## src/rtl/gpio_bcd_pkg.sv

```systemverilog
// Shared types and constants for the GPIO BCD transmit link.
package gpio_bcd_pkg;
  localparam int NIB_W = 4;
  localparam logic [NIB_W-1:0] BCD_MAX = 4'd9;

  typedef enum logic [1:0] {IDLE, SETUP, STROBE, HOLD} state_t;

  function automatic int max3(input int a, input int b, input int c);
    int m;
    m = (a > b) ? a : b;
    return (m > c) ? m : c;
  endfunction
endpackage

```

## src/rtl/gpio_bcd_fifo.sv

```systemverilog
// Small first-word-fall-through digit buffer; rdata shows the head entry.
module gpio_bcd_fifo
  import gpio_bcd_pkg::*;
#(
  parameter int DEPTH = 4,
  localparam int AW = $clog2(DEPTH)
) (
  input  logic             clk,
  input  logic             rst,
  input  logic             push,
  input  logic             pop,
  input  logic [NIB_W-1:0] wdata,
  output logic [NIB_W-1:0] rdata,
  output logic [AW:0]      count,
  output logic             full,
  output logic             empty
);
  logic [DEPTH-1:0][NIB_W-1:0] mem;
  logic [AW-1:0]               wr_ptr, rd_ptr;
  logic                        do_push, do_pop;

  assign full    = count == (AW+1)'(DEPTH);
  assign empty   = count == '0;
  assign do_push = push && !full;
  assign do_pop  = pop && !empty;
  assign rdata   = mem[rd_ptr];

  // Pointers are exactly log2(DEPTH) wide, so they wrap without compare logic.
  always_ff @(posedge clk or posedge rst) begin
    if (rst) begin
      mem    <= '0;
      wr_ptr <= '0;
      rd_ptr <= '0;
      count  <= '0;
    end else begin
      if (do_push) begin
        mem[wr_ptr] <= wdata;
        wr_ptr      <= wr_ptr + 1'b1;
      end
      if (do_pop) rd_ptr <= rd_ptr + 1'b1;
      if (do_push != do_pop) count <= do_push ? count + 1'b1 : count - 1'b1;
    end
  end
endmodule

```

## src/rtl/gpio_bcd_tx.sv

```systemverilog
// BCD digit sender: buffers handshaked digits and drives each onto the header
// as a setup / strobe / hold sequence.
module gpio_bcd_tx
  import gpio_bcd_pkg::*;
#(
  parameter int SETUP_CYCLES  = 50,
  parameter int STROBE_CYCLES = 250,
  parameter int HOLD_CYCLES   = 50,
  parameter int FIFO_DEPTH    = 4
) (
  input  logic       CLOCK_50,
  input  logic       reset,
  input  logic [3:0] in_data,
  input  logic       in_valid,
  output logic       in_ready,
  output logic [3:0] gpio_data,
  output logic       gpio_strobe,
  output logic       gpio_oe,
  output logic       busy,
  output logic       bad_digit
);
  localparam int CW = $clog2(max3(SETUP_CYCLES, STROBE_CYCLES, HOLD_CYCLES)) + 1;
  localparam logic [CW-1:0] SETUP_LD  = CW'(SETUP_CYCLES - 1);
  localparam logic [CW-1:0] STROBE_LD = CW'(STROBE_CYCLES - 1);
  localparam logic [CW-1:0] HOLD_LD   = CW'(HOLD_CYCLES - 1);
  localparam int AW = $clog2(FIFO_DEPTH);

  state_t           state;
  logic [CW-1:0]    cnt;
  logic [NIB_W-1:0] head;
  logic [AW:0]      count;
  logic             full, empty, accept, push, pop;

  assign in_ready = !reset && !full;
  assign accept   = in_valid && in_ready;
  assign push     = accept && (in_data <= BCD_MAX);
  // Pop from IDLE, or at the end of HOLD so digits go out back to back.
  assign pop      = !empty && ((state == IDLE) || (state == HOLD && cnt == '0));
  assign busy     = (state != IDLE) || (count != '0);

  gpio_bcd_fifo #(.DEPTH(FIFO_DEPTH)) u_fifo (
    .clk  (CLOCK_50),
    .rst  (reset),
    .push (push),
    .pop  (pop),
    .wdata(in_data),
    .rdata(head),
    .count(count),
    .full (full),
    .empty(empty)
  );

  always_ff @(posedge CLOCK_50 or posedge reset) begin
    if (reset) begin
      state       <= IDLE;
      cnt         <= '0;
      gpio_data   <= '0;
      gpio_strobe <= 1'b0;
      gpio_oe     <= 1'b0;
      bad_digit   <= 1'b0;
    end else begin
      gpio_oe   <= 1'b1;
      bad_digit <= accept && (in_data > BCD_MAX);
      if (pop) gpio_data <= head;
      case (state)
        IDLE: if (pop) begin
          state <= SETUP;
          cnt   <= SETUP_LD;
        end
        SETUP: if (cnt == '0) begin
          state       <= STROBE;
          gpio_strobe <= 1'b1;
          cnt         <= STROBE_LD;
        end else cnt <= cnt - 1'b1;
        STROBE: if (cnt == '0) begin
          state       <= HOLD;
          gpio_strobe <= 1'b0;
          cnt         <= HOLD_LD;
        end else cnt <= cnt - 1'b1;
        HOLD: if (cnt == '0) begin
          if (pop) begin
            state <= SETUP;
            cnt   <= SETUP_LD;
          end else state <= IDLE;
        end else cnt <= cnt - 1'b1;
        default: state <= IDLE;
      endcase
    end
  end
endmodule

```

## config.mk

```make
export PLATFORM = sky130hd
export DESIGN_NAME = gpio_bcd_tx
export DESIGN_NICKNAME = d
export VERILOG_FILES = /design/src/rtl/gpio_bcd_pkg.sv /design/src/rtl/gpio_bcd_fifo.sv /design/src/rtl/gpio_bcd_tx.sv
export SDC_FILE = /design/constraint.sdc
export NUM_CORES = 1
export LEC_CHECK = 0
export ABC_AREA = 1
export CAP_MARGIN = 20
export CELL_PAD_IN_SITES_DETAIL_PLACEMENT = 1
export CELL_PAD_IN_SITES_GLOBAL_PLACEMENT = 1
export CORE_ASPECT_RATIO = 0.9
export CORE_MARGIN = 2
export CORE_UTILIZATION = 40
export DETAILED_ROUTE_END_ITERATION = 7
export PLACE_DENSITY = 0.73
export RECOVER_POWER = 25
export SLEW_MARGIN = 0
export SYNTH_ARGS = -nofsm -noshare
export SYNTH_HDL_FRONTEND = slang
export SYNTH_SLANG_ARGS = --single-unit
```

## constraint.sdc

```tcl
create_clock -name CLOCK_50 -period 4 [get_ports CLOCK_50]
set_input_delay 0.4 -clock CLOCK_50 [delete_from_list [all_inputs] [get_ports CLOCK_50]]
set_output_delay 0.4 -clock CLOCK_50 [all_outputs]
set_load 0.01 [all_outputs]
```

# Yosys cells after proc, flatten, opt, wreduce, memory -nomap -nowiden
# Index checks and enable logic that the tools add are counted.
[totals]
output_inout_bits = 9
input_bits = 7
regBits = 41
word_cells = 74
[op_classes]
n_lt_le_gt_ge = 5
addsub = 5
reduce_logical = 22
n_mux = 20
eq_ne = 9
[ops]
columns = ["operator", "n"]
rows = [
  ["9-bit two-way mux", 4],
  ["9-bit case mux with 4 select lines", 1],
  ["16-bit bitwise mux", 1],
  ["1-bit logical AND", 9],
  ["9-bit zero test", 1],
  ["9-bit by 1-bit subtractor with 9-bit output, second input constant", 1],
  ["4-bit binary-select mux with 2-bit select", 1],
  ["4-bit demux with 2-bit select", 1],
  ["2-bit two-way mux", 4],
  ["4-bit two-way mux", 2],
  ["2-bit case mux with 4 select lines", 1],
  ["2-bit by 3-bit less-than comparator with 1-bit output, second input constant", 2],
  ["2-bit by 1-bit adder with 2-bit output, second input constant", 2],
  ["2-bit equality test, second input constant", 2],
  ["4-bit greater-than comparator, second input constant", 1],
  ["4-bit <= comparator, second input constant", 1],
  ["2-bit by 1-bit inequality test with 1-bit output, second input constant", 2],
  ["2-bit inequality test, second input constant", 2],
  ["4-bit AND reduction", 1],
  ["2-bit nonzero test", 2],
  ["3-bit by 1-bit adder with 3-bit output, second input constant", 1],
  ["3-bit equality test, second input constant", 1],
  ["1-bit zero test", 3],
  ["3-bit zero test", 1],
  ["other kinds (11)", 14],
]

# Longest topological paths before layout
[logic_depth]
word_depth = 7
ltp_mapped = 11
ltp_nobuf = 11

# Modules after synthesis
# From an unflattened synthesis, not the netlist that was laid out.
[hier_totals]
cells_unflattened = 281
hier_area_um2 = 2342.2
[modules_own_cells]
columns = ["module", "cells_per_inst", "n_inst", "area_each_um2", "seq_area_each_um2"]
rows = [
  ["gpio_bcd_fifo", 131, 1, 1176.1, 575.6],
  ["gpio_bcd_tx", 150, 1, 1166.1, 450.4],
]

# Least setup slack after synthesis
# OpenSTA, ideal clock, no wires.
[synth_timing]
path_type = "in2reg"
start = "input port reset"
end = "register u_fifo.count[2]"
required_time_ns = 3.935
t_arrival_ns = 2.317
setup_time_ns = 0.065
n_path_buf = 0
path_slack_ns = 1.618
path_stages = 8
path_cell_list = "inv_1 -> nand4_2 -> fa_1 -> inv_1 -> nand3_1 -> nand2_1 -> nand2_1 -> nand2_1"
[synth_via]
elab_chain_len = 6
word_cells_on_any_way = 7
cone_classes = "1 x eq/ne; 1 x mux; 5 x reduce/logical"
[synth_rtl]
columns = ["element", "line_no", "rtl"]
rows = [
  ["from (decl)", "gpio_bcd_tx.sv:12", "input logic reset,"],
  ["1-bit zero test (no line) (*)", "-", ""],
  ["1-bit logical AND (*)", "gpio_bcd_tx.sv:34", "assign in_ready = !reset && !full;"],
  ["1-bit logical AND (*)", "gpio_bcd_tx.sv:35", "assign accept = in_valid && in_ready;"],
  ["1-bit logical AND (*)", "gpio_bcd_tx.sv:36", "assign push = accept && (in_data <= BCD_MAX);"],
  ["1-bit logical AND (*)", "gpio_bcd_fifo.sv:24", "assign do_push = push && !full;"],
  ["3-bit two-way mux or 1-bit inequality test (tied branches)", "gpio_bcd_fifo.sv:41", "if (do_push != do_pop) count <= do_push ? count + 1'b1 : count - 1'b1;"],
  ["to (signal assigned)", "gpio_bcd_fifo.sv:41", ""],
  ["to (decl)", "gpio_bcd_fifo.sv:14", "output logic [AW:0] count,"],
]
# Mark *: on every way between the ends. The rest lies on a longest branch, timed or not.
# A chain may end at the register's enable or synchronous reset.

# Worst setup path after layout
[layout_timing]
start = "register u_fifo.count[0]"
end = "output port busy"
[layout_via]
elab_chain_len = 2
[layout_rtl]
columns = ["element", "line_no", "rtl"]
rows = [
  ["3-bit nonzero test", "gpio_bcd_tx.sv:39", "assign busy = (state != IDLE) || (count != '0);"],
  ["1-bit logical OR", "gpio_bcd_tx.sv:39", ""],
  ["to (decl)", "gpio_bcd_tx.sv:19", "output logic busy,"],
]
# Every way passes these cells.

==> impl_metrics.tcl <==
set metrics [dict create \
    run_status "finished, final reports clean" \
    yosys_warnings 0 \
    min_to "u_fifo.mem[9]$_DFFE_PP0P_" \
    final-hold-violation-count 0 \
    holdWs_ps 489 \
    cts_buffers 5 \
    r2r_end "u_fifo.count[0]$_DFFE_PP0P_" \
    worstPathMaxFanout 9 \
    grt.overflow.total 0 \
    dieWidth_um 82.0 \
    reg2regPathDepth 11 \
    postSynthAreaPerCell_sq_um 8.30 \
    chipHeight_um 74.2 \
    synth_top_cell_area_share_pct 46.8 \
    p_per_area_mw_per_mm2 844 \
    vias 1755 \
    syn_area_sq_mm 0.00219 \
    slew_headroom_pct 64.1 \
    vdd_drop_max_uv 328 \
    drt_iter0_drc 64 \
    multiInputGateArea_sq_mm 0.00103 \
    power.leakage_nw 1.24 \
    yosysTopAreaCell "dfrtp_1" \
    cp.required_ps 3600 \
    power.internal_w 0.00119 \
    crit_type "flip-flop to primary output" \
    clockRootBuffer "clkbuf_8" \
    critPathLaunchType "flip-flop" \
    pre_cts_slack_ps 1530 \
    critPathArrivalTime_ps 1890 \
    cts.sink_count 41 \
    ys_types 31 \
    start_util_pct 41.7 \
    syn2layout_area_growth_pct 15.2 \
    setup_viol 0 \
    ys_seq_area_share_pct 46.8 \
    finalWorstSetupSlack_ps 1710 \
    clock_skew_ps 9.01 \
    clkTransAtPathRegs_ps 90 \
    final_cell_mix "63 x nand2_1, 41 x dfrtp_1, 29 x nor2_1" \
    seq_area_sq_mm 0.00103 \
    power_switching_w 0.000938 \
    synth.area.top_cells "dfrtp_1 47%, nand2_1 11%, o21ai_0 6.4%" \
    grt_max_degree 43 \
    worstReg2RegStart "cnt[0]$_DFF_PP0_" \
    synth-seq-cells 41 \
    slew_violations 0 \
    wirelength_um 4670 \
    post-route-period-util_pct 57.3 \
    finalPower_w 0.00213 \
    worst_pin_slew_ps 539 \
    drc_errors 0 \
    layout-drive-gt1-share_pct 9.47 \
    rows 25 \
    first_global_vias 1820 \
    cts_tree "built" \
    synthesis.nets 283 \
    hp-start "u_fifo.mem[9]$_DFFE_PP0P_" \
    fmax_ghz 0.436 \
    cap_violations 0 \
    switching_share_pct 44.0 \
    gp_congestion 0.762 \
    rsz0062_at_grt "no" \
    setup_tns_ps 0 \
    power_frac_comb_pct 49.1 \
    first_pass_iters 4 \
    netlist_instances 264 \
    hold_path_class "flip-flop to flip-flop" \
    min_path_cells 2 \
    cts_resized 0 \
    htreeDepth 2 \
    end_kind "primary output" \
    clock_latency_ps 290 \
    grt_pass1_wl_um 8220 \
    ios 16 \
    dp_hpwl_um 3550 \
    postCtsSetupBuffers 0 \
    final_common_cell "nand2_1" \
    wire_per_inst_um 13.3 \
    p_seq_share_pct 35.3 \
    nNetsFinal 303 \
    ant_nets 0 \
    r2r_slack_ps 2210 \
    fillerInstances 647 \
    fp.coreArea_sq_mm 0.00526 \
    track_usage_pct 17.4 \
    p_clk_share_pct 15.6 \
    via_per_inst 4.99 \
    antenna_found_initial 0 \
    die-area_sq_mm 0.00609 \
    layout_min_cycle_time_ps 2290 \
    diodes 0 \
    cts_hold_buf 0 \
    clock_path_buffers 2 \
    port_buffers 15 \
]
-- how the worst max path moves through the flow --
| stage | cells after the start | to | from | slack [ps] |
|---|---|---|---|---|
| after floorplan | 8 | u_fifo.count[2]$_DFFE_PP0P_ | reset | 1620 |
| after global placement | 10 | u_fifo.count[2]$_DFFE_PP0P_ | reset | 1590 |
| after detailed placement | 10 | u_fifo.count[2]$_DFFE_PP0P_ | reset | 1530 |
| after CTS | 5 | busy | u_fifo.count[0]$_DFFE_PP0P_ | 1670 |
| after global routing | 10 | u_fifo.count[2]$_DFFE_PP0P_ | reset | 1500 |
| final | 5 | busy | u_fifo.count[0]$_DFFE_PP0P_ | 1710 |
-- layout make-up --
class / instances / share of cell area (%)
Multi-Input combinational cell: 190 / 40.9
Sequential cell: 41 / 40.6
Timing Repair Buffer: 16 / 6.24
Inverter: 30 / 4.46
Tap cell: 67 / 3.32
Clock buffer: 6 / 2.87
Clock inverter: 2 / 1.54
-- metrics by stage --
step | utilization [%] | instance area [sq um] | instances
finish | 48.0 | 2520 | 352
global route | 48.0 | 2520 | 352
CTS | 48.0 | 2520 | 352
detailed placement | 45.9 | 2410 | 344
global placement | 45.9 | 2410 | 344
floorplan | - | 2190 | 264
-- critical path, stage by stage, from the launching register on --
cell,delay (ps)
dfrtp_1,430
nor2_1,240
nand2_2,210
nor2_1,200
inv_1,50
clkdlybuf4s50_1,470
-- registers in the layout, summed over array words and instances (netlist names) --
register / flops
u_fifo.mem: 16
bad_digit: 1
u_fifo.wr_ptr: 2
gpio_oe: 1
u_fifo.rd_ptr: 2
u_fifo.count: 3
state: 2
cnt: 9
gpio_strobe: 1
gpio_data: 4
-- power groups by stage --
stage               combinational [W]  sequential [W]  clock, W
global placement              0.00103        0.000753         0
finish                        0.00105        0.000753  0.000333
floorplan                    0.000818        0.000714         0
detailed placement            0.00106        0.000759         0
CTS                           0.00107        0.000753  0.000345
global route                  0.00122        0.000782  0.000362
-- per-layer routing --
metal	part of all wire (%)	track usage [%]	up-vias
li1	-	-	885
met1	50	24.1	848
met2	48	28.4	18
met3	2.3	2.91	4
met4	0.58	4.44	0
met5	0	0	-
-- Yosys cell counts (all sizes together) --
| cell | count |
|---|---|
| a21oi | 14 |
| buf | 3 |
| clkinv | 2 |
| conb | 1 |
| dfrtp | 41 |
| fa | 1 |
| ha | 11 |
| inv | 28 |
| nand2 | 69 |
| nand3 | 16 |
| nand3b | 1 |
| nand4 | 2 |
| nor2 | 32 |
| nor3 | 2 |
| o21ai | 29 |
| o21bai | 1 |
| o22ai | 2 |
| o32ai | 4 |
| xnor2 | 1 |
| xor2 | 4 |
-- cells by family (layout without fill, tap and decap cells) --
logic type,Yosys count,after routing,share of synthesized area (%)
flops,41,41,46.8
compound gates,50,50,12.5
simple gates,122,122,24.9
buf+inv,33,54,6.05
other cells,1,1,0.171
xor+xnor,5,5,2.34
fa+ha+maj,12,12,7.19
Note: power is estimated with default switching activity, not from simulation.
